`src/rtl/shift_mult_pool.sv`:
```
// shift_mult_pool: pool of independent signed radix-2 shift-add multipliers with tagged valid/ready results
module shift_mult_pool #(
    parameter int NUM_NODES = 10,
    parameter int NUM_MULT  = 10,
    parameter int DATA_W    = 16,
    localparam int TAG_W    = (NUM_NODES > 1) ? $clog2(NUM_NODES) : 1,
    localparam int CNT_W    = $clog2(NUM_MULT + 1)
) (
    input  logic                         clk_i,
    input  logic                         reset_ni,
    input  logic [NUM_MULT-1:0]          start_i,
    input  logic [NUM_MULT*DATA_W-1:0]   op_a_i,
    input  logic [NUM_MULT*DATA_W-1:0]   op_b_i,
    input  logic [NUM_MULT*TAG_W-1:0]    tag_i,
    output logic [NUM_MULT-1:0]          busy_o,
    output logic [NUM_MULT-1:0]          result_valid_o,
    input  logic [NUM_MULT-1:0]          result_ready_i,
    output logic [NUM_MULT*2*DATA_W-1:0] result_o,
    output logic [NUM_MULT*TAG_W-1:0]    result_tag_o,
    output logic [CNT_W-1:0]             busy_count_o
);
    localparam int BIT_W = $clog2(DATA_W + 1);
    typedef enum logic [1:0] {IDLE, CALC, DONE} state_t;
    logic [NUM_MULT-1:0] busy_n;
    logic [CNT_W-1:0]    count_n;
    genvar g;
    generate
        for (g = 0; g < NUM_MULT; g++) begin : g_unit
            state_t              state, state_n;
            logic [2*DATA_W-1:0] mcand, acc, res;
            logic [DATA_W:0]     mplier, mag_a, mag_b;
            logic [BIT_W-1:0]    cnt;
            logic                sign, last;
            logic [TAG_W-1:0]    tag;
            logic [DATA_W-1:0]   a, b;
            assign a     = op_a_i[g*DATA_W +: DATA_W];
            assign b     = op_b_i[g*DATA_W +: DATA_W];
            assign mag_a = a[DATA_W-1] ? -{a[DATA_W-1], a} : {a[DATA_W-1], a};
            assign mag_b = b[DATA_W-1] ? -{b[DATA_W-1], b} : {b[DATA_W-1], b};
            assign last  = cnt == BIT_W'(DATA_W);
            // state register
            always_ff @(posedge clk_i or negedge reset_ni) begin
                if (!reset_ni) state <= IDLE;
                else state <= state_n;
            end
            // next state: one extra CALC edge after the last iteration loads the sign-corrected result
            always_comb begin
                state_n = (state == IDLE && start_i[g])        ? CALC :
                          (state == CALC && last)              ? DONE :
                          (state == DONE && result_ready_i[g]) ? IDLE : state;
            end
            // operand capture and shift-add datapath
            always_ff @(posedge clk_i or negedge reset_ni) begin
                if (!reset_ni) begin
                    mcand  <= '0;
                    mplier <= '0;
                    acc    <= '0;
                    res    <= '0;
                    cnt    <= '0;
                    sign   <= 1'b0;
                    tag    <= '0;
                end else if (state == IDLE && start_i[g]) begin
                    mcand  <= {{(DATA_W-1){1'b0}}, mag_a};
                    mplier <= mag_b;
                    sign   <= a[DATA_W-1] ^ b[DATA_W-1];
                    tag    <= tag_i[g*TAG_W +: TAG_W];
                    acc    <= '0;
                    cnt    <= '0;
                end else if (state == CALC) begin
                    if (last) begin
                        res <= sign ? -acc : acc;
                    end else begin
                        if (mplier[0]) acc <= acc + mcand;
                        mcand  <= mcand << 1;
                        mplier <= mplier >> 1;
                        cnt    <= cnt + 1'b1;
                    end
                end
            end
            assign busy_n[g]         = state_n != IDLE;
            assign busy_o[g]         = state != IDLE;
            assign result_valid_o[g] = state == DONE;
            assign result_o[g*2*DATA_W +: 2*DATA_W] = res;
            assign result_tag_o[g*TAG_W +: TAG_W]   = tag;
        end
    endgenerate
    // population count of next-state busy bits
    always_comb begin
        count_n = '0;
        for (int i = 0; i < NUM_MULT; i++) count_n = count_n + CNT_W'(busy_n[i]);
    end
    // registered so the count lines up with busy_o
    always_ff @(posedge clk_i or negedge reset_ni) begin
        if (!reset_ni) busy_count_o <= '0;
        else busy_count_o <= count_n;
    end
endmodule

```
`config.mk`:
```
export PLATFORM = sky130hd
export DESIGN_NAME = shift_mult_pool
export DESIGN_NICKNAME = d
export VERILOG_FILES = /design/src/rtl/shift_mult_pool.sv
export SDC_FILE = /design/constraint.sdc
export NUM_CORES = 2
export LEC_CHECK = 0
export ABC_AREA = 0
export BUFFER_PORTS_ARGS = -buffer_cell sky130_fd_sc_hd__buf_2
export CAP_MARGIN = 10
export CORE_ASPECT_RATIO = 1.4
export CORE_MARGIN = 2
export CORE_UTILIZATION = 56
export CTS_BUF_LIST = sky130_fd_sc_hd__clkbuf_4 sky130_fd_sc_hd__clkbuf_8
export DETAILED_ROUTE_END_ITERATION = 10
export PLACE_DENSITY = 0.85
export REMOVE_ABC_BUFFERS = 1
export SLEW_MARGIN = 0
export SYNTH_ARGS = -nofsm -noshare
export SYNTH_HDL_FRONTEND = slang
export SYNTH_SLANG_ARGS = --single-unit
```
`constraint.sdc`:
```
create_clock -name clk_i -period 4.2 [get_ports clk_i]
set_input_delay 0.84 -clock clk_i [delete_from_list [all_inputs] [get_ports clk_i]]
set_output_delay 0.84 -clock clk_i [all_outputs]
set_load 0.05 [all_outputs]
```
==> reports/metrics.yaml <==
synth:
  syn_area_um2: 75800
  ys_warn_count: 0
  synth_flop_cell: "dfrtp_1"
  yosys.area.top_type: "dfrtp_1"
  synth_edf_count: 0
  synth_top_area_share_pct: 41.4
  synthSimpleGateAreaFrac_pct: 18.9
  synthAdderAreaFrac_pct: 6.40
  async_flop_share_pct: 100
  synth_seq_cells: 1254
  yosys-top-cells-count: "nand2_1, dfrtp_1, o21ai_0, nor2_1, xnor2_1"
  yosysUniqueCellTypes: 77
  yosysSeqAreaShare_pct: 41.4
  synth_area_per_cell_um2: 8.63
  synthMuxAreaShare_pct: 1.23
  syn-instance-count: 8781
  synth_xor_area_share_pct: 10.2
  synth_compound_area_share_pct: 18.7
  synth_top_family_by_area: "simple AND/OR/NAND/NOR gates"
  yosysMostFrequentCell: "nand2_1"
  synthTopCellsByArea: "dfrtp_1, nand2_1, o21ai_0, ha_1, xnor2_1"
floorplanning:
  die_w_um: 315
  pin_count: 766
  dieHeight_um: 439
  die-area_um2: 138000
  core_um2: 134000
  row_count: 159
  initial_utilization_pct: 56.4
routing:
  antenna_left: 0
  drt-total-wl_mm: 213
  num_vias: 68400
  wl_per_cell_um: 18.6
  drc: 0
  drt_iter0_markers: 5022
  drt-vias-per-instance: 5.97
  drt_first_pass_iters: 6
power:
  p_clk_share_pct: 47.6
  p_leak_uw: 0.0390
  internal_power_uw: 19300
  power_uw: 25200
  power.switching_uw: 5940
  ir_drop_mv: 0.308
  p_sw_share_pct: 23.6
  pwr-share-seq_pct: 47.9
  p_comb_share_pct: 4.5
  power_density_nw_per_um2: 291
sta:
  worstMarginPinSlew_ns: 1.15
  drv_slew: 0
  rsz0062_at_grt: "true"
  min_period_ns: 4.04
  final_hold_viol_count: 0
  relSlewSlack_pct: 23.5
  worst_slack_ns: 0.156
  fmax_mhz: 247
  setup_violations: 0
  period_share_pct: 96.3
  skew_ns: 0.0667
  tns_ns: 0
critical_path:
  slowest_stage: "fa_1"
  crit_path_frequent_cell: "fa_1"
  cp.required_ns: 5.04
  path_buf_inv: 6
  critPathMaxFanout: 4
  arrival_ns: 4.88
  cp-end-kind: "register"
  cp_top_family: "adder cells"
  critical_path_class: "register to register"
  crit_path_start_kind: "register"
  r2r-start: "g_unit[0].cnt[1]"
  path_cells: "inv_1 > ha_1 > nor4bb_1 > buf_4 > a21oi_1 > a21oi_2 > nor2_4 > fa_1 > inv_2 > fa_1 > inv_2 > fa_1 > inv_1 > ha_1 > inv_1 > fa_1 > xor2_1"
  slowest_delay_ns: 0.56
  cp-startpoint: "g_unit[0].cnt[1]"
cells_and_area:
  fin_area_um2: 86600
  fill_cells: 10700
  multi_input_area_um2: 42200
  syn_to_final_growth_pct: 14.2
  drive_above_1_share_pct: 14.1
  nets: 10200
  regArea_um2: 31400
clocking:
  cts_tree: "yes"
  clk_latency_ns: 1.02
  h-tree-depth: 4
  cts_root_buf: "clkbuf_8"
  cts_sinks: 1254
  clk_pin_slew_ns: 0.07
  numCtsBuffers: 200
  cts_buffer_depth: 3
min_path:
  hold_class: "input pin to register"
  holdCritStartpoint: "tag_i[24]"
grt:
  grt_pass1_vias: 67300
  grt_first_pass_wirelength_mm: 343
  grt_max_degree: 147
  antenna_found_initial: 40
  overflow: 0
  grt_usage_pct: 30.4
run:
  cap_violations: 0
place:
  port_buffers: 765
  pre_cts_ws_ns: -0.156
  hpwl_mm: 155
  gp_congestion: 0.966
  place_area_um2: 81300
outcome:
  outcome: "completed"
-- power by group through the flow --
stage	Sequential (uW)	Clock (uW)	Combinational, uW
after detailed placement	12300	0	1090
after CTS	12100	12200	1130
after floorplan	12300	0	404
after global routing	12100	12700	1250
after global placement	12300	0	1060
final	12100	12000	1130
-- layout by cell type, fill, tap and decap left out, types with 362 or more instances in the layout --
master and n:
a21oi_1 376, buf_2 764, dfrtp_1 1253, ha_1 362, nand2_1 1651, nand3_1 404, nor2_1 446, o21ai_0 1024
xnor2_1 448, xor2_1 433
-- worst register-to-register path, delay by kind of cell, from the launching register on --
| family | cells | cell delay (ns) |
|---|---|---|
| adders and majority gates | 6 | 2.29 |
| AOI/OAI and AO/OA | 2 | 0.30 |
| buffers and inverters | 6 | 0.46 |
| xor gates and xnor gates | 1 | 0.17 |
| and+or+nand+nor | 2 | 0.33 |
| DFF | 1 | 0.37 |
-- cell families after synthesis --
group,count (synthesis)
AO/OA/AOI/OAI,2353
XOR/XNOR,881
adder cells (fa/ha/maj),378
buffers and inverters,639
flip-flops,1254
multiplexers,93
AND/OR/NAND/NOR,3183
-- final timing paths --
kind	to	cells after the start	slack, ns
max	busy_count_o[2]	17	0.16
max reg2reg	busy_count_o[2]	17	0.16
max in group asynchronous	g_unit[9].acc[27]	3	2.49
min	g_unit[6].tag[0]	3	0.08
min in group asynchronous	g_unit[6].mcand[3]	2	0.43
min reg2reg	g_unit[2].res[3]	2	0.48
-- flip-flops by register name (all words and copies together) (netlist names) --
signal / flops
busy_count_o: 4
g_unit.acc: 320
g_unit.cnt: 50
g_unit.mcand: 320
g_unit.mplier: 170
g_unit.res: 320
g_unit.sign: 10
g_unit.state: 20
g_unit.tag: 40
-- per-stage QoR --
stage | cells | util [%] | hold slack, ns
after floorplan | 8339 | - | 0.451
after global placement | 11000 | 60.6 | 0.452
after detailed placement | 11000 | 60.6 | 0.457
after CTS | 11400 | 64.3 | 0.000296
after global routing | 11400 | 64.4 | 0.0366
final | 11500 | 64.5 | 0.0845
-- repair_timing --
item	in CTS	in global routing
gates resized for setup	4	17
endpoints found under the setup margin	2	5
pin swaps	0	5
hold buffers	43	0
buffers inserted	0	5
hold endpoints to repair	110	0
-- layout make-up --
class | instances | share of cell area (%)
Sequential cell | 1254 | 36.3
Antenna cell | 34 | 0.0983
Timing Repair Buffer | 939 | 6.21
Multi-Input combinational cell | 6888 | 48.7
Clock buffer | 302 | 4.41
Inverter | 197 | 0.854
Tap cell | 1771 | 2.56
Clock inverter | 65 | 0.893
-- layer usage --
layer  global-route usage (%)  part of all wire (%)  vias up
li1                         -                     -    32400
met1                     35.5                    38    33000
met2                     51.8                    49     2388
met3                     6.49                   7.3      641
met4                     16.9                   5.6       16
met5                        0                 0.046        -
No activity file was read; power rests on OpenSTA's default activity.
